## src/rtl/hazard_fwd_unit.sv

```systemverilog
// rtl/hazard_fwd_unit.sv - age-scoreboard hazard detection and forwarding select unit
module hazard_fwd_unit #(
    parameter int ADDR_W   = 3,
    parameter int DEPTH    = 3,
    parameter int FWD_EN   = 1,
    parameter int LOAD_REG = 2,
    parameter int R0_ZERO  = 1,
    parameter int CNT_W    = 16
) (
    input  logic              clk,
    input  logic              rst,
    input  logic              id_valid,
    input  logic [ADDR_W-1:0] id_src1,
    input  logic              id_src1_used,
    input  logic [ADDR_W-1:0] id_src2,
    input  logic              id_src2_used,
    input  logic [ADDR_W-1:0] id_dst,
    input  logic              id_wr_en,
    input  logic              id_is_load,
    input  logic              flush,
    output logic              pc_en,
    output logic              if_id_en,
    output logic              bubble,
    output logic [2:0]        ex_fwd1,
    output logic [2:0]        ex_fwd2,
    output logic [CNT_W-1:0]  stall_cnt
);

    localparam int NREGS = 2 ** ADDR_W;
    // Ages never exceed DEPTH-1 <= 7, which is also the forwarding select range.
    localparam int AGE_W = 3;
    localparam logic [AGE_W-1:0] AGE_LAST = AGE_W'(DEPTH - 1);
    localparam logic [AGE_W-1:0] AGE_LOAD = AGE_W'(LOAD_REG);

    logic [NREGS-1:0][AGE_W-1:0] age_q;
    logic [NREGS-1:0][AGE_W-1:0] age_n;
    logic [NREGS-1:0]            ld_q;
    logic [NREGS-1:0]            ld_n;

    logic             stall1;
    logic             stall2;
    logic             stall;
    logic             issue;
    logic             dst_tracked;
    logic [AGE_W-1:0] fwd1;
    logic [AGE_W-1:0] fwd2;

    // Returns {stall, fwd_select} for one source operand given the scoreboard.
    function automatic logic [AGE_W:0] eval_src(
        input logic [ADDR_W-1:0]          src,
        input logic                       used,
        input logic                       valid,
        input logic [NREGS-1:0][AGE_W-1:0] ages,
        input logic [NREGS-1:0]           lds
    );
        logic [AGE_W-1:0] a;
        logic             st;
        logic [AGE_W-1:0] f;
        a  = ages[src];
        st = 1'b0;
        f  = '0;
        if (valid && used && !(R0_ZERO != 0 && src == '0) && a != '0) begin
            if (FWD_EN == 0) begin
                st = 1'b1;
            end else if (lds[src] && a < AGE_LOAD) begin
                // Load data not yet available in pipeline register a.
                st = 1'b1;
            end else begin
                f = a;
            end
        end
        return {st, f};
    endfunction

    // Hazard decision for the instruction in ID; flush overrides any stall.
    always_comb begin
        {stall1, fwd1} = eval_src(id_src1, id_src1_used, id_valid, age_q, ld_q);
        {stall2, fwd2} = eval_src(id_src2, id_src2_used, id_valid, age_q, ld_q);
        stall       = (stall1 | stall2) & ~flush;
        issue       = id_valid & ~stall & ~flush;
        dst_tracked = id_wr_en && !(R0_ZERO != 0 && id_dst == '0);
        pc_en       = ~stall;
        if_id_en    = ~stall;
        bubble      = stall | flush;
    end

    // Scoreboard next state: age every pending writer, then record the new issue.
    always_comb begin
        age_n = age_q;
        ld_n  = ld_q;
        for (int r = 0; r < NREGS; r++) begin
            if (age_q[r] == '0 || age_q[r] == AGE_LAST) begin
                age_n[r] = '0;
            end else begin
                age_n[r] = age_q[r] + AGE_W'(1);
            end
        end
        // The youngest writer replaces whatever entry was there, even one expiring now.
        if (issue && dst_tracked) begin
            age_n[id_dst] = AGE_W'(1);
            ld_n[id_dst]  = id_is_load;
        end
    end

    // Scoreboard, registered forwarding selects and saturating stall counter.
    always_ff @(posedge clk) begin
        if (rst) begin
            age_q     <= '0;
            ld_q      <= '0;
            ex_fwd1   <= '0;
            ex_fwd2   <= '0;
            stall_cnt <= '0;
        end else begin
            age_q   <= age_n;
            ld_q    <= ld_n;
            ex_fwd1 <= issue ? fwd1 : 3'd0;
            ex_fwd2 <= issue ? fwd2 : 3'd0;
            if (stall && stall_cnt != {CNT_W{1'b1}}) begin
                stall_cnt <= stall_cnt + CNT_W'(1);
            end
        end
    end

endmodule

```

## config.mk

```make
export PLATFORM = sky130hd
export DESIGN_NAME = hazard_fwd_unit
export DESIGN_NICKNAME = d
export VERILOG_FILES = /design/src/rtl/hazard_fwd_unit.sv
export SDC_FILE = /design/constraint.sdc
export NUM_CORES = 1
export LEC_CHECK = 0
export BUFFER_PORTS_ARGS = -buffer_cell sky130_fd_sc_hd__buf_2
export CAP_MARGIN = 20
export CORE_MARGIN = 4
export CORE_UTILIZATION = 45
export CTS_BUF_LIST = sky130_fd_sc_hd__clkbuf_8
export DETAILED_ROUTE_END_ITERATION = 16
export SYNTH_ARGS = -nofsm -noshare
export SYNTH_HDL_FRONTEND = slang
export SYNTH_SLANG_ARGS = --single-unit
```

## constraint.sdc

```tcl
create_clock -name clk -period 7.2 [get_ports clk]
set_input_delay 1.08 -clock clk [delete_from_list [all_inputs] [get_ports clk]]
set_output_delay 1.08 -clock clk [all_outputs]
set_load 0.005 [all_outputs]
```

==> out/qor.csv <==
metric,value,unit
Max Freq,248,MHz
synthesized netlist cell count,326,
hold wc startpoint,stall_cnt[15],
Num Clock Sinks,54,
RePlAce Congestion,0.914,
first-pass GRT wire length,12400,um
Post-CTS Resized,0,
fin nets,394,
unique cell type count in the Yosys netlist,34,
PortBufs,41,
relative slew slack,0.357,
r2r startpoint,age_q[22],
clk slew on worst S/H paths,0.09,ns
kind of end point of the critical path,output port,
power density cells,150,nW/um^2
Final ANT Viol Nets,0,
Max rail drop VDD,72.5,uV
setup violators final,0,
number of remaining DRC errors,0,
DR iter-0 viols,163,
Setup crit start kind,primary input,
synthesized cell area,3080,um^2
layout cells sized above 1,0.228,
Mapped Nets,362,
average wire per standard cell,16.7,um
area of the die,8230,um^2
Via density,5.82,
# IOs,42,
worst r2r dst,stall_cnt[9],
#FFs+latches synth,54,
initial antenna violation count,0,
ANT cells,0,
sequential share of power,0.587,
Worst Max-Slew Pin Slew,0.964,ns
status,finished clean,
"Seq/Total Area, Yosys",0.351,
Critical Path Sink,bubble,
Net Sw Frac,0.255,
Post-Route WL,7290,um
Post-synth EDFFs,0,
maximum root-to-sink buffer count,2,
RSZ-0062 raised after global routing,false,
Mean Syn Cell Area,9.45,um^2
via count,2538,
Setup Skew,0.0178,ns
largest net degree at the start of global routing,57,
Leak,1.33,nW
global route total overflow,0,
Clk network pwr share,0.350,
Setup TNS Final,0,ns
crit-path max FO,30,
period utilization,0.560,
ys flop type,dfxtp_1,
R2R cell count,7,
hold buffer count at cts,0,
routed wl met3,426,um
Tot GR Track Use,0.186,
ys async rst share,0,
Max Slew Vio Count,0,
Yosys warnings,0,
r2r setup slk,4.59,ns
placed instance area,3310,um^2
Detail Route met2 WL,3300,um
root buffer cell,clkbuf_8,
HP Class,flop to flop,
Crit Path Class,primary input to output port,
setup bufs post-CTS,0,
area grow syn2layout,10.6,%
H-tree depth,2,
Max Cap Viol,0,
critical path data arrival time,2.95,ns
CP required,6.12,ns
chip height,90.7,um
CTS Buf Count,5,
site row count,29,
"Clk Latency, worst-skew pair",0.32,ns
internal power,381,uW
Switch Pwr,130,uW
vias in the first global route,2365,
top layer used by detailed routing,met4,
Setup crit start,id_src2[0],
die span in x,90.7,um
M1 WL,3390,um
Finished Cell Area,3410,um^2
drt first pass iters,4,
DP HPWL,5560,um
"Hold Violations, Final",0,
core area,6490,um^2
Initial Util,0.474,
CTS tree,yes,
Combinational Power Share,0.063,
crit path time final,4.03,ns
-- cell type report --
class	instances	area [um^2]
tap	77	96.3
inverter	13	48.8
clock inverter	3	23.8
sequential	54	1080
timing repair buffer	43	220
clock buffer	5	68.8
multi-input combinational	241	1870
fill	595	3090
-- cells by family after synthesis --
kind of cell / Yosys count / synth area share
AOI/OAI and AO/OA: 41 / 0.0748
and+or+nand+nor: 136 / 0.237
muxes: 45 / 0.217
buffers and inverters: 31 / 0.0427
adders and majority gates: 19 / 0.0772
DFF: 54 / 0.351
-- state kept, by name, indices dropped and copies added (netlist names) --
name,flops
ld_q,8
stall_cnt,16
ex_fwd2,3
age_q,24
ex_fwd1,3
-- critical path, stage by stage --
cell     delay, ns
buf_2         0.25
mux4_2        0.55
mux2_2        0.28
nand3_1       0.15
o22a_1        0.17
buf_4         0.26
nand2_1       0.08
buf_2         0.13
-- metrics by stage --
stage	utilization	hold slack, ns	total power, mW	setup WS, ns	std cells
2_1_floorplan	-	0.451	0.330	3.26	326
3_3_place_gp	0.510	0.491	0.339	3.21	428
3_5_place_dp	0.510	0.490	0.339	3.15	428
4_1_cts	0.524	0.507	0.519	3.16	436
5_1_grt	0.524	0.531	0.534	3.02	436
6_report	0.524	0.509	0.511	3.17	436
-- cells in the final DEF (no fill, tap or decap), types with 3 or more instances in the layout --
| master | netlist | final |
|---|---|---|
| nor4_1 | 10 | 10 |
| nand4_1 | 6 | 6 |
| mux2_1 | 4 | 4 |
| nand2_1 | 22 | 22 |
| inv_1 | 13 | 13 |
| or3_1 | 9 | 9 |
| nor2_1 | 23 | 23 |
| mux4_2 | 16 | 16 |
| clkbuf_8 | 0 | 5 |
| ha_1 | 19 | 19 |
| dfxtp_1 | 54 | 54 |
| nor3_1 | 17 | 17 |
| a21oi_1 | 16 | 16 |
| buf_2 | 6 | 41 |
| o21ai_0 | 18 | 18 |
| mux2i_1 | 15 | 15 |
| nor4b_1 | 4 | 4 |
| mux2_2 | 10 | 10 |
| nand2b_1 | 12 | 12 |
| nor2b_1 | 11 | 11 |
| or2_2 | 3 | 3 |
| nand3_1 | 10 | 10 |
| and3_1 | 3 | 3 |
-- cells in the mapped netlist (4+ instances only) --
cell	instances	area share
nand2_1	22	0.027
or3_1	9	0.018
mux2_1	4	0.015
mux4_2	16	0.12
nor2_1	23	0.028
a21oi_1	16	0.026
buf_2	6	0.0098
inv_1	13	0.016
nor4b_1	4	0.011
mux2i_1	15	0.049
nand2b_1	12	0.024
dfxtp_1	54	0.35
mux2_2	10	0.037
nand4_1	6	0.012
nand3_1	10	0.016
ha_1	19	0.077
clkbuf_1	10	0.012
o21ai_0	18	0.029
nor2b_1	11	0.022
nor3_1	17	0.028
nor4_1	10	0.020
-- routing by layer --
layer | vias to the layer above | GRT usage
met5 | - | 0
met4 | 0 | 0.0612
met3 | 14 | 0.0442
met2 | 79 | 0.281
met1 | 1200 | 0.261
li1 | 1245 | -
-- how the worst min path moves through the flow --
stage	depth (start not counted)	slack (ns)	endpoint
floorplan	1	0.45	ld_q[0]
global placement	2	0.49	stall_cnt[15]
detailed placement	1	0.49	ld_q[0]
CTS	1	0.51	ld_q[0]
global route	1	0.53	ld_q[0]
finish	2	0.51	stall_cnt[15]
-- power by group through the flow --
| stage | combinational [mW] | sequential [mW] | clock (mW) |
|---|---|---|---|
| 6_report | 0.0324 | 0.300 | 0.179 |
| 5_1_grt | 0.0359 | 0.300 | 0.198 |
| 4_1_cts | 0.0324 | 0.300 | 0.186 |
| 3_5_place_dp | 0.0323 | 0.307 | 0 |
| 3_3_place_gp | 0.0321 | 0.307 | 0 |
| 2_1_floorplan | 0.0232 | 0.307 | 0 |
(Power assumes the default switching activity.)
